File: src/rtl/viterbi_pkg.sv
// viterbi_pkg: shared float width, probability type and max-select state encoding
package viterbi_pkg;
  localparam int FP_W = 32;
  localparam logic [FP_W-1:0] MAG_MASK = 32'h7fff_ffff;
  typedef logic [FP_W-1:0] fp32_t;
  typedef enum logic [1:0] {IDLE, ACCUM, HOLD} state_t;
endpackage

File: src/rtl/viterbi_max_select_prob_gt.sv
// prob_gt: unsigned magnitude compare of two float32 probabilities, sign masked
module prob_gt
  import viterbi_pkg::*;
(
  input  fp32_t a,
  input  fp32_t b,
  output logic  gt
);
  assign gt = (a & MAG_MASK) > (b & MAG_MASK);
endmodule

File: src/rtl/viterbi_max_select.sv
// viterbi_max_select: keeps the largest probability of each beat group and its beat index
module viterbi_max_select
  import viterbi_pkg::*;
#(
  parameter int N_STATES = 4,
  localparam int IDX_W = (N_STATES > 1) ? $clog2(N_STATES) : 1
) (
  input  logic             clk,
  input  logic             rst,
  input  logic             in_valid,
  output logic             in_ready,
  input  fp32_t            in_prob,
  input  logic             in_last,
  output logic             out_valid,
  input  logic             out_ready,
  output fp32_t            out_prob,
  output logic [IDX_W-1:0] out_idx,
  output logic             out_err
);
  localparam logic [IDX_W:0] N_CNT = (IDX_W + 1)'(N_STATES);
  state_t           state_q, state_d;
  fp32_t            best_q, best_d;
  logic [IDX_W-1:0] idx_q, idx_d;
  logic [IDX_W:0]   cnt_q, cnt_d, cnt_inc;
  logic             err_q, err_d;
  logic             gt, acc, first, close, leave;
  prob_gt u_gt (.a(in_prob), .b(best_q), .gt(gt));
  assign in_ready  = state_q != HOLD;
  assign out_valid = state_q == HOLD;
  assign out_prob  = out_valid ? best_q : '0;
  assign out_idx   = out_valid ? idx_q : '0;
  assign out_err   = out_valid && err_q;
  always_comb begin
    acc     = in_valid && in_ready;
    first   = state_q == IDLE;
    leave   = out_valid && out_ready;
    cnt_inc = first ? (IDX_W + 1)'(1) : cnt_q + 1'b1;
    // a group ends on in_last or when the N_STATES-th beat arrives
    close   = acc && (in_last || cnt_inc == N_CNT);
    state_d = out_valid ? (out_ready ? IDLE : HOLD) : close ? HOLD : acc ? ACCUM : state_q;
    best_d  = leave ? '0 : (acc && (first || gt)) ? (in_prob & MAG_MASK) : best_q;
    idx_d   = leave ? '0 : acc ? (first ? '0 : gt ? cnt_q[IDX_W-1:0] : idx_q) : idx_q;
    cnt_d   = leave ? '0 : acc ? cnt_inc : cnt_q;
    err_d   = leave ? 1'b0 : close ? !in_last : err_q;
  end
  always_ff @(posedge clk) begin
    if (rst) begin
      state_q <= IDLE;
      best_q  <= '0;
      idx_q   <= '0;
      cnt_q   <= '0;
      err_q   <= 1'b0;
    end else begin
      state_q <= state_d;
      best_q  <= best_d;
      idx_q   <= idx_d;
      cnt_q   <= cnt_d;
      err_q   <= err_d;
    end
  end
endmodule

File: config.mk
export PLATFORM = sky130hd
export DESIGN_NAME = viterbi_max_select
export DESIGN_NICKNAME = d
export VERILOG_FILES = /design/src/rtl/viterbi_pkg.sv /design/src/rtl/viterbi_max_select_prob_gt.sv /design/src/rtl/viterbi_max_select.sv
export SDC_FILE = /design/constraint.sdc
export NUM_CORES = 1
export LEC_CHECK = 0
export CORE_MARGIN = 5
export CORE_UTILIZATION = 52
export CTS_CLUSTER_SIZE = 14
export DETAILED_ROUTE_END_ITERATION = 6
export MAX_ROUTING_LAYER = met4
export PLACE_DENSITY_LB_ADDON = 0.3
export SLEW_MARGIN = 20
export SYNTH_ARGS = -nofsm -noshare
export SYNTH_HDL_FRONTEND = slang
export SYNTH_SLANG_ARGS = --single-unit
File: constraint.sdc
create_clock -name clk -period 4.15 [get_ports clk]
set_input_delay 0.83 -clock clk [delete_from_list [all_inputs] [get_ports clk]]
set_output_delay 0.83 -clock clk [all_outputs]
set_load 0.02 [all_outputs]
=== Word-level counts from Yosys, hierarchy flattened ===
Index checks and enable logic that the tools add are counted.
Widths: inputs -> output; s select.

* $add $sub $neg: 1
* $lt $le $gt $ge: 1
* Equality and inequality tests: 3
* Multiplexer cells: 9
* Reductions and logical operators: 13

{| class="wikitable"
|+ Operators with widths
! operator !! number
|-
| $gt 31x31->1 || 1
|-
| $mux 31 || 1
|-
| $mux 2 || 7
|-
| $logic_and 1x1->1 || 5
|-
| $add 3x1->3 const B || 1
|-
| $eq 3x3->1 const B || 1
|-
| $mux 3 || 1
|-
| $reduce_bool 3->1 || 1
|-
| $eq 2x2->1 const B || 1
|-
| $logic_not 2->1 || 1
|-
| $logic_or 1x1->1 || 2
|-
| $ne 2x2->1 const B || 1
|-
| $reduce_and 2->1 || 1
|-
| $reduce_bool 2->1 || 1
|-
| $reduce_or 2->1 || 1
|-
| $logic_not 1->1 || 1
|}

* Register bits: 39
* Bits of input ports: 37

=== Longest topological paths before layout ===
* Depth in word-level cells: 7
* Mapped depth: 9
* Depth with buffers taken out: 8

=== By module ===
A second synthesis with hierarchy kept.

* Cell total of the unflattened synthesis: 328
* Area total of the unflattened synthesis: 2668.8 µm²

{| class="wikitable"
|+ Modules (own cells, without submodules)
! module !! instances !! cells each !! area an instance (µm²) !! sequential area each (µm²)
|-
| viterbi_max_select || 1 || 220 || 1850.5 || 780.7
|-
| prob_gt || 1 || 108 || 818.3 || 0.0
|}

=== Least setup slack after synthesis ===
Ideal clock, no wire load.

* Path kind: in2reg
* From: input in_prob[13]
* To: register best_q[4]
* Arrival time: 2.278 ns
* Required time: 4.017 ns
* Slack: 1.738 ns
* Stages on the path: 8
* Path buffers: 1
* Cell sequence: ha_1 -> nand4_1 -> nor4_2 -> a21o_1 -> a31oi_2 -> buf_4 -> o21ai_1 -> a21oi_2

* Word-level cells in the longest chain between the ends: 3

{| class="wikitable"
|+ RTL lines
! element !! line !! text
|-
| start: declaration || viterbi_max_select.sv:12 || <nowiki>input fp32_t in_prob,</nowiki>
|-
| $gt 31x31->1 || viterbi_max_select_prob_gt.sv:9 || <nowiki>assign gt = (a & MAG_MASK) > (b & MAG_MASK);</nowiki>
|-
| $logic_or 1x1->1 || viterbi_max_select.sv:41 || <nowiki>best_d = leave ? '0 : (acc && (first || gt)) ? (in_prob & MAG_MASK) : best_q;</nowiki>
|-
| $logic_and 1x1->1 || viterbi_max_select.sv:41 ||
|-
| end signal: assignment || viterbi_max_select.sv:55 || <nowiki>best_q <= best_d;</nowiki>
|-
| end: declaration || viterbi_max_select.sv:22 || <nowiki>fp32_t best_q, best_d;</nowiki>
|}

No other way between the ends.
A chain may end at the register's enable or synchronous reset.

=== Final worst setup path ===
* From: input in_prob[12]
* To: register best_q[27]

Same word-level chain as after synthesis.

==> results.toml <==
[setup_path]
critical_path_buf_inv_count = 2
max_stage_delay_ns = 0.79
endpoint_kind = "flop"
cp-start-kind = "primary input"
crit_type = "in -> reg"
critical-path-top-delay-family = "compound AO/OA/AOI/OAI gates"
critPathMostFrequentCell = "a21oi_1"
cp_max_fo = 22
cp.arrival_ns = 3.46
crit_chain = "clkdlybuf4s50_1, ha_1, a21o_1, a21oi_1, o221ai_1, o21ai_2, buf_4, nand3_1, a21oi_1"
crit_slowest_cell = "o21ai_2"
worst_ep_required_time_ns = 4.37

[yosys]
synth_seq_cells = 39
synth_edf_count = 0
async_reset_ff_frac = 0
syn_nets = 408
ys_seq_area_frac = 0.2973
syn-cell-area_um2 = 2626
syn_inst = 339
syn_area_per_cell_um2 = 7.747
synth_flop_cell = "dfxtp_1"
ys_warn_count = 0
yosysTopAreaCell = "dfxtp_1"
synth_area_leaders = "dfxtp_1, ha_1, a21oi_1, nand3_1, o21ai_1"
ys_types = 41
yosysMostFrequentCell = "a21oi_1"
synth_top_area_share = 0.2973
synthTopCellsByCount = "a21oi_1, dfxtp_1, inv_1, nor2_1"

[clocking]
cts_resized = 0
cts_buffers = 5
clk_pin_slew_worst_paths_ns = 0.08
cts_tree = "yes"
cts.sinks = 39
cts-hold-fix-buffers = 0
root_buffer = "clkbuf_8"
clock_path_buffers = 2
clkLatencyLatePin_ns = 0.29
post_cts_buffers = 0
htree_levels = 2

[sta]
fmax_mhz = 309.4
setup_violations = 0
rsz0062_at_grt = "false"
skew_ns = 0.004711
tns_ns = 0
maxSlewHeadroom = 0.3542
hold_viol_final = 0
min_period_ns = 3.232
drv_slew = 0
fin_crit_sh = 0.7789
worst_pin_slew_ns = 0.9686

[finish]
fillers = 409
drive_gt1_frac = 0.06767
stdcell_area_um2 = 3382
n_antenna_cell = 0
seqCellArea_um2 = 780.7
nNetsFinal = 467
fin_util = 0.7021
multiInputGateArea_um2 = 1550
syn_to_final_growth_pct = 28.78

[routing]
routed-via-count = 2580
drc = 0
dr.pass1.iters = 4
drtAntennaViolNets = 0
wire_per_inst_um = 14.62
wl_um = 6811
viasPerCell = 5.536
drt_iter0_drc = 201

[pwr]
p_leak_nw = 1.238
powerDensity_nw_per_um2 = 265.0
irDropWorstVdd_mv = 0.1866
power_mw = 0.8963

[floorplanning]
die_w_um = 81.07
io_pins = 74
dieArea_um2 = 6572
core_area_um2 = 4817
fp-row-count = 25
initial_core_util = 0.5452
dieHeight_um = 81.07

[placed_design]
portBuffers = 71
place_area_um2 = 3298
dp_hpwl_um = 4933
gp_congestion = 0.8462

[grt]
grt_pass1_vias = 2514
grt_pass1_wl_um = 11330
grt_util_all_layers = 0.2230
grt_max_degree = 34
grt_antenna_before_repair = 0
grt-ovfl-total = 0

[hold_path]
hp-class = "reg -> reg"

[outcome]
outcome = "finished, final reports clean"

[job]
drv_cap = 0
sequential cells by signal, summed over array words and instances, names as in the netlist:
signal	flops
best_q	31
cnt_q	3
err_q	1
idx_q	2
state_q	2
path summary, 6_finish.rpt:
| path | endpoint | depth (start not counted) | from | slack, ns |
|---|---|---|---|---|
| worst max-delay path | best_q[27]$_SDFFE_PP0P_ | 9 | in_prob[12] | 0.92 |
| worst min-delay path | best_q[10]$_SDFFE_PP0P_ | 2 | best_q[10]$_SDFFE_PP0P_ | 0.47 |
| worst min register to register | best_q[10]$_SDFFE_PP0P_ | 2 | best_q[10]$_SDFFE_PP0P_ | 0.47 |
| worst max register to register | best_q[14]$_SDFFE_PP0P_ | 8 | state_q[0]$_SDFFE_PP0P_ | 1.33 |
final cells by class:
cell class / count / share of cell area
clock buffers: 5 / 0.02035
well taps: 67 / 0.02479
inverters: 38 / 0.04218
clock inverters: 3 / 0.004440
flip-flops and latches: 39 / 0.2309
repair buffers: 75 / 0.2190
multi-input cells: 239 / 0.4584
layout by cell type (no fill, tap or decap), drive strengths merged:
cell type / count
clkbuf: 5
a31oi: 1
o211ai: 1
dfxtp: 39
nand2b: 1
xnor2: 1
nor3: 1
and2: 5
ha: 32
nand3: 32
a21oi: 47
o2111ai: 1
a211oi: 2
a311oi: 2
nor3b: 1
nor4: 2
o21ai: 36
inv: 38
buf: 4
o31ai: 3
clkinv: 3
a21o: 5
a31o: 1
nand4: 11
nand3b: 1
mux2i: 1
nor2: 35
nand2: 11
o221ai: 1
a22oi: 2
o21a: 2
clkdlybuf4s50: 71
conb: 1
kinds of logic (layout without fill, tap and decap cells):
| kind of cell | count (synthesis) | in the layout | share of synthesized area |
|---|---|---|---|
| compound gates | 104 | 104 | 0.2396 |
| simple gates | 100 | 100 | 0.1896 |
| buf+inv | 61 | 121 | 0.1124 |
| flops | 39 | 39 | 0.2973 |
| fa+ha+maj | 32 | 32 | 0.1525 |
| other cells | 1 | 1 | 0.001428 |
| xor+xnor | 1 | 1 | 0.003336 |
| mux | 1 | 1 | 0.003811 |
worst register-to-register path: cells and delay by family, from the launching register on:
family / cells / cell delay [ns]
buf+inv: 2 / 0.75
compound gates: 4 / 1.00
flops: 1 / 0.50
simple gates: 2 / 0.49
per-stage QoR:
stage,hold WS [ns],setup WS [ns],cells
final,0.4669,0.9176,466
after global routing,0.4750,0.7316,466
after CTS,0.4662,0.9209,466
after detailed placement,0.4552,0.6262,458
after global placement,0.4492,0.6623,458
after floorplan,0.4435,1.738,339
metal layers:
metal / part of all wire / GRT usage
met1: 0.45 / 0.2792
met4: 0.0081 / 0.05405
met2: 0.49 / 0.3727
met3: 0.052 / 0.03991
met5: 0 / -
power by group:
| group | switching, mW | internal, mW | leakage, nW |
|---|---|---|---|
| Sequential | 0.0138 | 0.398 | 0.320 |
| Clock | 0.137 | 0.115 | 0.0477 |
| Combinational | 0.129 | 0.103 | 0.870 |
| Total | 0.280 | 0.616 | 1.24 |
Power figures use the tool's default switching activity.
